[src/rtl/collision_detector_pkg.sv]
// rtl/collision_detector_pkg.sv - shared state and hit-kind encodings for the collision detector
package collision_detector_pkg;

  typedef enum logic [1:0] {
    ST_IDLE  = 2'd0,
    ST_GRACE = 2'd1,
    ST_ARMED = 2'd2,
    ST_FIRED = 2'd3
  } state_t;

  localparam logic [1:0] HIT_NONE = 2'd0;
  localparam logic [1:0] HIT_OBST = 2'd1;
  localparam logic [1:0] HIT_WALL = 2'd2;
  localparam logic [1:0] HIT_BOTH = 2'd3;

  localparam int GRACE_W = 8;

  function automatic logic [1:0] hit_code(input logic wall_hit, input logic obs_hit);
    return {wall_hit, obs_hit};
  endfunction

endpackage

[src/rtl/collision_detector_overlap_counter.sv]
// rtl/collision_detector_overlap_counter.sv - saturating overlap counter with sync clear
module collision_detector_overlap_counter #(
  parameter int COUNT_W = 12
) (
  input  logic               clk,
  input  logic               resetn,
  input  logic               clear,
  input  logic               inc,
  output logic [COUNT_W-1:0] count,
  output logic [COUNT_W-1:0] count_next
);

  // count_next is exposed so the owner can evaluate a pixel landing in the clearing cycle
  always_comb begin
    count_next = count;
    if (inc && (count != {COUNT_W{1'b1}})) begin
      count_next = count + 1'b1;
    end
  end

  always_ff @(posedge clk) begin
    if (!resetn) begin
      count <= '0;
    end else if (clear) begin
      count <= '0;
    end else begin
      count <= count_next;
    end
  end

endmodule

[src/rtl/collision_detector.sv]
// rtl/collision_detector.sv - per-frame sprite overlap accumulation and one-shot collision pulse
module collision_detector
  import collision_detector_pkg::*;
#(
  parameter int GRACE_FRAMES = 30,
  parameter int MIN_OVERLAP  = 4,
  parameter int COUNT_W      = 12
) (
  input  logic               CLOCK_50,
  input  logic               reset,
  input  logic               gameon,
  input  logic               pix_valid,
  input  logic               frame_end,
  input  logic               player_px,
  input  logic               obstacle_px,
  input  logic               wall_px,
  output logic               collision,
  output logic [1:0]         hit_kind,
  output logic [COUNT_W-1:0] hit_count
);

  state_t               state, state_next;
  logic [GRACE_W-1:0]   grace_cnt, grace_next;
  logic                 collision_next;
  logic [1:0]           hit_kind_next;
  logic [COUNT_W-1:0]   hit_count_next;

  logic                 armed;
  logic                 obs_inc, wall_inc, cnt_clear;
  logic [COUNT_W-1:0]   obs_cnt, obs_cnt_next, wall_cnt, wall_cnt_next;
  logic                 obs_hit, wall_hit;

  assign armed    = (state == ST_ARMED);
  assign obs_inc  = armed && pix_valid && player_px && obstacle_px;
  assign wall_inc = armed && pix_valid && player_px && wall_px;
  // Counters only run inside an armed frame; everything else leaves them at zero
  assign cnt_clear = !armed || frame_end || !gameon;

  assign obs_hit  = (obs_cnt_next  >= COUNT_W'(MIN_OVERLAP));
  assign wall_hit = (wall_cnt_next >= COUNT_W'(MIN_OVERLAP));

  collision_detector_overlap_counter #(.COUNT_W(COUNT_W)) u_obs_cnt (
    .clk        (CLOCK_50),
    .resetn     (reset),
    .clear      (cnt_clear),
    .inc        (obs_inc),
    .count      (obs_cnt),
    .count_next (obs_cnt_next)
  );

  collision_detector_overlap_counter #(.COUNT_W(COUNT_W)) u_wall_cnt (
    .clk        (CLOCK_50),
    .resetn     (reset),
    .clear      (cnt_clear),
    .inc        (wall_inc),
    .count      (wall_cnt),
    .count_next (wall_cnt_next)
  );

  always_ff @(posedge CLOCK_50) begin
    if (!reset) begin
      state     <= ST_IDLE;
      grace_cnt <= '0;
      collision <= 1'b0;
      hit_kind  <= HIT_NONE;
      hit_count <= '0;
    end else begin
      state     <= state_next;
      grace_cnt <= grace_next;
      collision <= collision_next;
      hit_kind  <= hit_kind_next;
      hit_count <= hit_count_next;
    end
  end

  always_comb begin
    state_next     = state;
    grace_next     = grace_cnt;
    collision_next = 1'b0;
    hit_kind_next  = hit_kind;
    hit_count_next = hit_count;
    case (state)
      ST_IDLE: begin
        if (gameon) begin
          state_next     = ST_GRACE;
          grace_next     = GRACE_W'(GRACE_FRAMES);
          hit_kind_next  = HIT_NONE;
          hit_count_next = '0;
        end
      end
      ST_GRACE: begin
        if (!gameon) begin
          state_next = ST_IDLE;
        end else if (frame_end) begin
          if (grace_cnt == '0) begin
            state_next = ST_ARMED;
          end else begin
            grace_next = grace_cnt - 1'b1;
          end
        end
      end
      ST_ARMED: begin
        if (!gameon) begin
          state_next = ST_IDLE;
        end else if (frame_end) begin
          hit_count_next = obs_cnt_next;
          if (obs_hit || wall_hit) begin
            collision_next = 1'b1;
            hit_kind_next  = hit_code(wall_hit, obs_hit);
            state_next     = ST_FIRED;
          end
        end
      end
      ST_FIRED: begin
        if (!gameon) begin
          state_next = ST_IDLE;
        end
      end
      default: state_next = ST_IDLE;
    endcase
  end

endmodule
[config.mk]
export PLATFORM = sky130hd
export DESIGN_NAME = collision_detector
export DESIGN_NICKNAME = d
export VERILOG_FILES = /design/src/rtl/collision_detector_pkg.sv /design/src/rtl/collision_detector_overlap_counter.sv /design/src/rtl/collision_detector.sv
export SDC_FILE = /design/constraint.sdc
export NUM_CORES = 1
export LEC_CHECK = 0
export ABC_AREA = 1
export ABC_CLOCK_PERIOD_IN_PS = 3600
export BUFFER_PORTS_ARGS = -buffer_cell sky130_fd_sc_hd__buf_2
export CAP_MARGIN = 20
export CORE_MARGIN = 5
export CORE_UTILIZATION = 25
export DETAILED_ROUTE_END_ITERATION = 10
export MAX_ROUTING_LAYER = met4
export SLEW_MARGIN = 25
export SYNTH_ARGS = -nofsm -noshare
export SYNTH_HDL_FRONTEND = slang
export SYNTH_SLANG_ARGS = --single-unit
[constraint.sdc]
create_clock -name CLOCK_50 -period 3.6 [get_ports CLOCK_50]
set_clock_uncertainty 0.2 [all_clocks]
set_input_delay 0 -clock CLOCK_50 [delete_from_list [all_inputs] [get_ports CLOCK_50]]
set_output_delay 0 -clock CLOCK_50 [all_outputs]
set_load 0.005 [all_outputs]
; Word level (Yosys, flattened, before mapping)
; Cells that the tools add are included.
[totals]
word_cells = 77
regBits = 49
inputBits = 8
[op_classes]
n_mux = 26
n_lt_le_gt_ge = 2
n_addsub = 3
n_reduce_logical = 21
bitwise_logic = 1
n_eq_ne = 17
[ops]
columns = cell, count
row1 = 12-bit 2-to-1 mux, 5
row2 = 8-bit 2-to-1 mux, 4
row3 = "12-bit by 1-bit adder with 12-bit output, second input constant", 2
row4 = "12-bit by 3-bit >= comparator with 1-bit output, second input constant", 2
row5 = 2-bit 2-to-1 mux, 12
row6 = "12-bit != test, second input constant", 2
row7 = 12-bit one-hot mux with 2 select lines, 1
row8 = 8-bit one-hot mux with 2 select lines, 1
row9 = "2-bit != test, second input constant", 7
row10 = 5-bit AND reduction, 2
row11 = "3-bit != test, second input constant", 3
row12 = 8-bit logical NOT, 1
row13 = 2-bit one-hot mux with 4 select lines, 1
row14 = 4-bit AND reduction, 2
row15 = "8-bit by 1-bit subtractor with 8-bit output, second input constant", 1
row16 = 1-bit logical AND, 6
row17 = 6-bit AND reduction, 1
row18 = "2-bit equality test, second input constant", 2
row19 = 2-bit one-hot mux with 2 select lines, 1
row20 = 2-bit nonzero test, 2
row21 = 1-bit logical OR, 3
row22 = "3-bit by 2-bit != test with 1-bit output, second input constant", 1
row23 = "2-bit by 1-bit equality test with 1-bit output, second input constant", 1
row24 = 1-bit logical NOT, 2
row25 = other kinds (5), 5

; Logic depth before layout (Yosys ltp)
; Gate-level depths: netlist (run 1).
[depth]
depth_word = 12
mapped_depth = 17

; Hierarchy
; A second synthesis (run 1) with hierarchy kept.
[hier_totals]
cells_unflattened = 436
hier_area_um2 = 2861.5
[by_module_without_submodules]
columns = module, area_each_um2, seq_area_each_um2, cells_each, instances
row1 = collision_detector_overlap_counter, 764.5, 240.2, 120, 2
row2 = collision_detector, 1332.5, 500.5, 196, 1

; Least setup slack after synthesis (run 1)
; No wires, ideal clock.
[synth_timing]
path_kind = register to register
start = reg u_obs_cnt.count[0]
end = reg state[0]
synth_period_minus_slack_ps = 2219
t_required_ps = 3287
setup_slack_ps = 1381
setup_ps = 113
stages_incl_launch_ff = 15
arrival_time_ps = 1906
cell_sequence = dfxtp_1 ha_1 nand2_1 nor2_2 nand3_2 nand2_4 inv_2 o21ai_1 nand3_1 nor2_2 nand3_1 nand2_1 nand2_1 nand2_1 nor2_1
[synth_via]
elab_chain_cells = 7
word_cells_on_any_way = 8
[synth_rtl]
columns = element, line_no
row1 = from (decl), collision_detector_overlap_counter.sv:9  ; output logic [COUNT_W-1:0] count,
row2 = from (signal assigned), collision_detector_overlap_counter.sv:27  ; count <= count_next;
row3 = "parallel branches: the longest is 2 deep, another holds 12-bit by 1-bit adder with 12-bit output", -
row4 = 12-bit 2-to-1 mux *, collision_detector_overlap_counter.sv:16  ; if (inc && (count != {COUNT_W{1'b1}})) begin
row5 = 12-bit by 3-bit >= comparator with 1-bit output *, collision_detector.sv:39  ; assign obs_hit = (obs_cnt_next >= COUNT_W'(MIN_OVERLAP));
row6 = 1-bit logical OR *, collision_detector.sv:107  ; if (obs_hit || wall_hit) begin
row7 = 3-bit by 2-bit != test with 1-bit output (no source line) *, -
row8 = 6-bit AND reduction (no source line) *, -
row9 = to (signal assigned), collision_detector.sv:68  ; state <= state_next;
row10 = to (decl), collision_detector.sv:22  ; state_t state, state_next;
; Every way passes the cells marked *.
; A chain may end at the register's enable or synchronous reset.

; Final worst setup path (run 1)
; Same ends and word-level chain as after synthesis.

==> results_dict.tcl, run 1 <==
set metrics [dict create \
    regArea_um2 980.9 \
    ir_drop_v 0.0002095 \
    syn-instance-count 427 \
    p_total_mw 1.224 \
    synth_edf_count 0 \
    cts_buffers 5 \
    slew_viol_final 0 \
    design_area_um2 3154 \
    drt-total-wl_um 6641 \
    hold_ws_ps 31.25 \
    dpl-instance-area_um2 2985 \
    setup_tns_ps 0 \
    vias 2673 \
    synth.most_common_cell "nand2_1" \
    cp-end-kind "flop" \
    required_ps 3610 \
    die_area_um2 13090 \
    critical_path_class "reg2reg" \
    rr_endpoint "state[0]" \
    ys_top_cells_by_area "dfxtp_1 (36%), nand2_1 (19%), inv_1 (7.3%)" \
    p_sw_share_pct 29.90 \
    clkSlewWorstSetupHoldPaths_ps 90 \
    p_seq_share_pct 49.0 \
    async_reset_ff_share_pct 0 \
    synth_top_area_cell "dfxtp_1" \
    drcViolationCount 0 \
    finalCritPeriodShare_pct 89.99 \
    numPortBuffers 22 \
    clk_latency_ps 300 \
    pwr-share-comb_pct 19.2 \
    status "completed" \
    rrSetupSlack_ps 360 \
    p_leak_nw 1.284 \
    fin_crit_ps 3239 \
    clock_power_share_pct 31.7 \
    crit_arrival_ps 3250 \
    syn_nets 439 \
    grt_usage_pct 11.13 \
    fill_cells 1225 \
    drv_cap 0 \
    cts-root-buf "clkbuf_8" \
    ys_ff_latch 49 \
    p_sw_mw 0.3659 \
    ant_nets 0 \
    diodes 0 \
    cts_tree "done" \
    setup_ws_ps 360.5 \
    ctsResizeCount 0 \
    cts_max_path_buffers 2 \
    htreeDepth 2 \
    regToRegStartpoint "u_obs_cnt.count[0]" \
    r2r_cells 15 \
    grt_max_degree 25 \
    grt_pass1_wl_um 11500 \
    syn_area_per_cell_um2 6.385 \
    hpwl_um 4944 \
    drive_gt1_share_pct 10.94 \
    grt.overflow.total 0 \
    synth_area_um2 2726 \
    grt_pass1_vias 2492 \
    grt_setup_unrepaired "no" \
    initial_core_util_pct 25.37 \
    crit_start "u_obs_cnt.count[0]" \
    synth_cell_type_count 29 \
    max-slew-margin-rel_pct 60.58 \
    first_pass_iters 4 \
    detail_route.wl_per_cell_um 11.12 \
    layout.nets 469 \
    drtIter0Drc 161 \
    synthFlopType "dfxtp_1" \
    antenna_found_initial 0 \
    setup_viol 0 \
    crit_fanout 8 \
    rows 38 \
    area_growth_pct 15.70 \
    fp.coreArea_um2 10750 \
    hp-class "in2reg" \
    ios 23 \
    worst_setup_path_start_kind "flop" \
    netlist.area_leader.share_pct 35.98 \
    die_w_um 114.4 \
    hold_viol 0 \
    dp_slack_ps 928.4 \
    synth_common_cells "nand2_1 (137), inv_1 (53), nor2_1 (51), dfxtp_1 (49), nand3_1 (31)" \
    powerDensity_nw_per_um2 387.9 \
    fmax_mhz 308.7 \
    viasPerCell 4.477 \
    tightestPinTransition_ps 586.8 \
    die_y_um 114.4 \
    ys_warn_count 0 \
    clock-sinks 49 \
    cp-endpoint "state[0]" \
    multi_input_area_um2 1514 \
    gp_congestion 0.8814 \
    synth_seq_area_share_pct 35.98 \
    p_int_mw 0.8577 \
]
-- kinds of logic after synthesis --
kind of cell,after synthesis,synth area share [%]
AO/OA/AOI/OAI,46,8.766
flip-flops,49,35.98
buffers and inverters,61,8.673
multiplexers,1,0.3672
XOR/XNOR,6,1.927
AND/OR/NAND/NOR,260,42.45
adder cells (fa/ha/maj),4,1.836
-- metal layers --
layer / GRT usage, % / wire, µm / vias up / part of all wire (%)
met5: - / 0 / - / 0
met1: 14.20 / 3249 / 1210 / 49
met4: 3.959 / 68 / 0 / 1.0
met2: 17.73 / 3113 / 44 / 47
li1: - / - / 1417 / -
met3: 1.903 / 209 / 2 / 3.1
-- stage by stage --
step,util [%],std cells
after global placement,27.78,584
after floorplan,-,427
after CTS,29.31,597
final,29.35,597
after detailed placement,27.78,584
after global routing,29.35,597
-- timing repair --
action                                 in CTS  in global routing
endpoints found under the hold margin      14                  0
setup endpoints to repair                   0                  0
hold buffers                                6                  0
setup buffers                               0                  0
-- worst min path at each step --
stage	startpoint	end	slack [ps]	cells after the start
CTS	obstacle_px	u_obs_cnt.count[2]	30	6
global route	obstacle_px	u_obs_cnt.count[2]	60	6
finish	obstacle_px	u_obs_cnt.count[2]	30	6
floorplan	reset	state[0]	-80	2
detailed placement	frame_end	collision	80	3
global placement	frame_end	collision	100	3
-- worst max-delay path, cell delays in order (launching register included) --
cell,delay [ps]
dfxtp_1,460
ha_1,250
nand2_1,80
nor2_2,180
nand3_2,230
nand2_4,170
inv_2,90
o21ai_1,220
nand3_1,170
nor2_2,180
nand3_1,90
nand2_1,100
nand2_1,60
nand2_1,60
dlygate4sd3_1,550
nor2_1,40
-- placed cells by master, fill, tap and decap left out --
cell type	n
clkinv_2	1
nor2_2	6
nand2_4	1
buf_2	22
inv_2	2
nand3_2	4
nor3_1	5
mux2i_1	1
a211oi_1	1
a21oi_1	29
dlygate4sd3_1	6
nand3_1	30
a31oi_1	2
xor2_1	4
a32oi_1	1
nand2_1	137
nand2_2	4
dfxtp_1	49
o21ai_1	4
inv_1	53
nor2_1	51
bufinv_16	1
o21ai_0	9
nand4_1	10
or2_2	2
clkinv_1	1
nor3_4	2
clkbuf_8	5
nand3b_1	3
xnor2_1	2
nor3b_1	5
ha_1	4
-- cell type report --
type | instances | area share, %
timing repair buffer | 28 | 5.395
tap | 140 | 5.553
multi-input combinational | 317 | 48.00
clock buffer | 5 | 2.182
sequential | 49 | 31.10
inverter | 56 | 6.664
clock inverter | 2 | 1.111
-- flip-flops by register name (all words and copies together) (netlist names) --
register          cells
grace_cnt             8
state                 2
u_obs_cnt.count      12
u_wall_cnt.count     12
collision             1
hit_count            12
hit_kind              2
-- power by group through the flow --
stage               registers (mW)  logic, mW  clock network, mW
floorplan                    0.606      0.176                  0
global placement             0.611      0.225                  0
detailed placement           0.613      0.226                  0
CTS                          0.600      0.234              0.406
global route                 0.606      0.275              0.428
finish                       0.600      0.235              0.388
Note: power is estimated with default switching activity, not from simulation.
==> run 2: changes to the inputs <==
==> constraint.sdc (replaced) <==
create_clock -name CLOCK_50 -period 3.6 [get_ports CLOCK_50]
set_clock_uncertainty 0.2 [all_clocks]
set_input_delay 1.08 -clock CLOCK_50 [delete_from_list [all_inputs] [get_ports CLOCK_50]]
set_output_delay 1.08 -clock CLOCK_50 [all_outputs]
set_load 0.005 [all_outputs]
==> run 2 against run 1 <==
  * Combinational power is 5% lower
  * Non-clock buffer count is 5 lower
  * Worst hold slack better by 240 ps
  * Clock-buffer cell count stayed put
  * Clock power is 14% lower
  * Sequential share of layout area is 0.72 points higher
  * Die area stayed put
==> results_dict.tcl, run 2 (synthesized netlist as in run 1, its figures left out) <==
set metrics [dict create \
    final_cell_mix "nand2_1 (137), inv_1 (53), nor2_1 (51)" \
    fill_cells 1218 \
    grt.overflow.total 0 \
    grt_setup_unrepaired "no" \
    final_common_cell "nand2_1" \
    detail_route.wl_per_cell_um 11.07 \
    postCtsSetupRepairBufs 0 \
    numPortBuffers 22 \
    vias 2659 \
    antenna_found_initial 0 \
    finalCritPeriodShare_pct 78.79 \
    htreeDepth 2 \
    viasPerCell 4.484 \
    gp_congestion 0.9021 \
    dpl.cell_count 585 \
    dpl-instance-area_um2 2993 \
    max-slew-margin-rel_pct 59.23 \
    initial_core_util_pct 25.37 \
    design_area_um2 3083 \
    regToRegStartpoint "u_obs_cnt.count[0]" \
    crit_arrival_ps 2850 \
    drcViolationCount 0 \
    ios 23 \
    worst_setup_path_start_kind "input pin" \
    dp_slack_ps 431.1 \
    hold_viol 0 \
    rows 38 \
    ctsHoldBuffers 0 \
    tightestPinTransition_ps 606.9 \
    p_leak_nw 1.256 \
    cts_tree "done" \
    drt-total-wl_um 6562 \
    grt_usage_pct 10.85 \
    die_w_um 114.4 \
    fp.coreArea_um2 10750 \
    grt_pass1_wl_um 11370 \
    crit_fanout 8 \
    clkSlewWorstSetupHoldPaths_ps 100 \
    ant_nets 0 \
    hp-start "hit_count[11]" \
    ctsResizeCount 0 \
    drive_gt1_share_pct 11.26 \
    cp-end-kind "flop" \
    ir_drop_v 0.0001462 \
    fmax_mhz 352.6 \
    critical_path_class "in2reg" \
    drtIter0Drc 124 \
    die_area_um2 13090 \
    clock-sinks 49 \
    slew_viol_final 0 \
    area_growth_pct 13.08 \
    die_y_um 114.4 \
    clk_latency_ps 300 \
    diodes 0 \
    p_total_mw 1.160 \
    hpwl_um 5096 \
    cts-root-buf "clkbuf_8" \
    required_ps 3610 \
    hp-class "reg2reg" \
    grt_pass1_vias 2620 \
    cts_buffers 5 \
    fin_crit_ps 2836 \
    setup_ws_ps 763.7 \
    powerDensity_nw_per_um2 376.3 \
    crit_start "player_px" \
    top_regs "hit_count: 12 flops, u_obs_cnt.count: 12 flops, u_wall_cnt.count: 12 flops" \
    cts_max_path_buffers 2 \
    layout.nets 464 \
    drv_cap 0 \
    status "completed" \
    setup_tns_ps 0 \
    setup_viol 0 \
    final_cells 593 \
    grt_max_degree 25 \
    first_pass_iters 4 \
]
run 2: changes by cell type in the layout (fill, tap and decap cells not counted):
| cell | change |
|---|---|
| buf_4 | +1 |
| bufinv_16 | -1 |
| clkinvlp_4 | +1 |
| dlygate4sd3_1 | -6 |
| inv_6 | +1 |
| nand3_1 | +1 |
| nand3_2 | -1 |
run 2: final cells by class:
cell class                      instances  area [µm²]  area share, %
Clock buffer                            5       68.82          2.232
Clock inverter                          3       21.27         0.6899
Inverter                               56       210.2          6.818
Multi-Input combinational cell        317        1509          48.94
Sequential cell                        49       980.9          31.82
Tap cell                              140       175.2          5.682
Timing Repair Buffer                   23       117.6          3.815
run 2: routing by layer:
layer | up-vias | GRT usage [%] | wire length (µm)
met1 | 1200 | 13.14 | 3199
met5 | - | - | 0
met2 | 39 | 17.66 | 3002
met3 | 13 | 1.903 | 185
met4 | 0 | 4.751 | 174
li1 | 1407 | - | -
run 2: stage by stage:
step / util [%] / hold slack [ps]
3_5_place_dp: 27.85 / 256.3
4_1_cts: 28.69 / 272.2
2_1_floorplan: - / 244.9
5_1_grt: 28.69 / 296.8
3_3_place_gp: 27.85 / 254.2
6_report: 28.69 / 266.9
run 2: path summary, 6_finish.rpt:
check	slack, ps	endpoint	cells past startpoint
worst max register to register	940	state[0]	16
worst max-delay path	760	state[0]	16
worst min-delay path	270	hit_count[11]	2
worst min register to register	270	hit_count[11]	2
run 2: worst max-delay path: stages:
cell and delay, ps:
buf_2 70, nand2_1 130, nor3_4 360, nand2_4 130, inv_2 130, nand2_1 80, nand2_1 80, nand2_1 50
nor2_1 130, nand2_1 100, nor2_2 140, nand3_1 90, nand2_1 100, nand2_1 60, nand2_1 50, nor2_1 40
run 2: power breakdown:
group,switching (mW),internal (mW)
clock,0.197,0.138
combinational,0.147,0.0767
sequential,0.0282,0.573
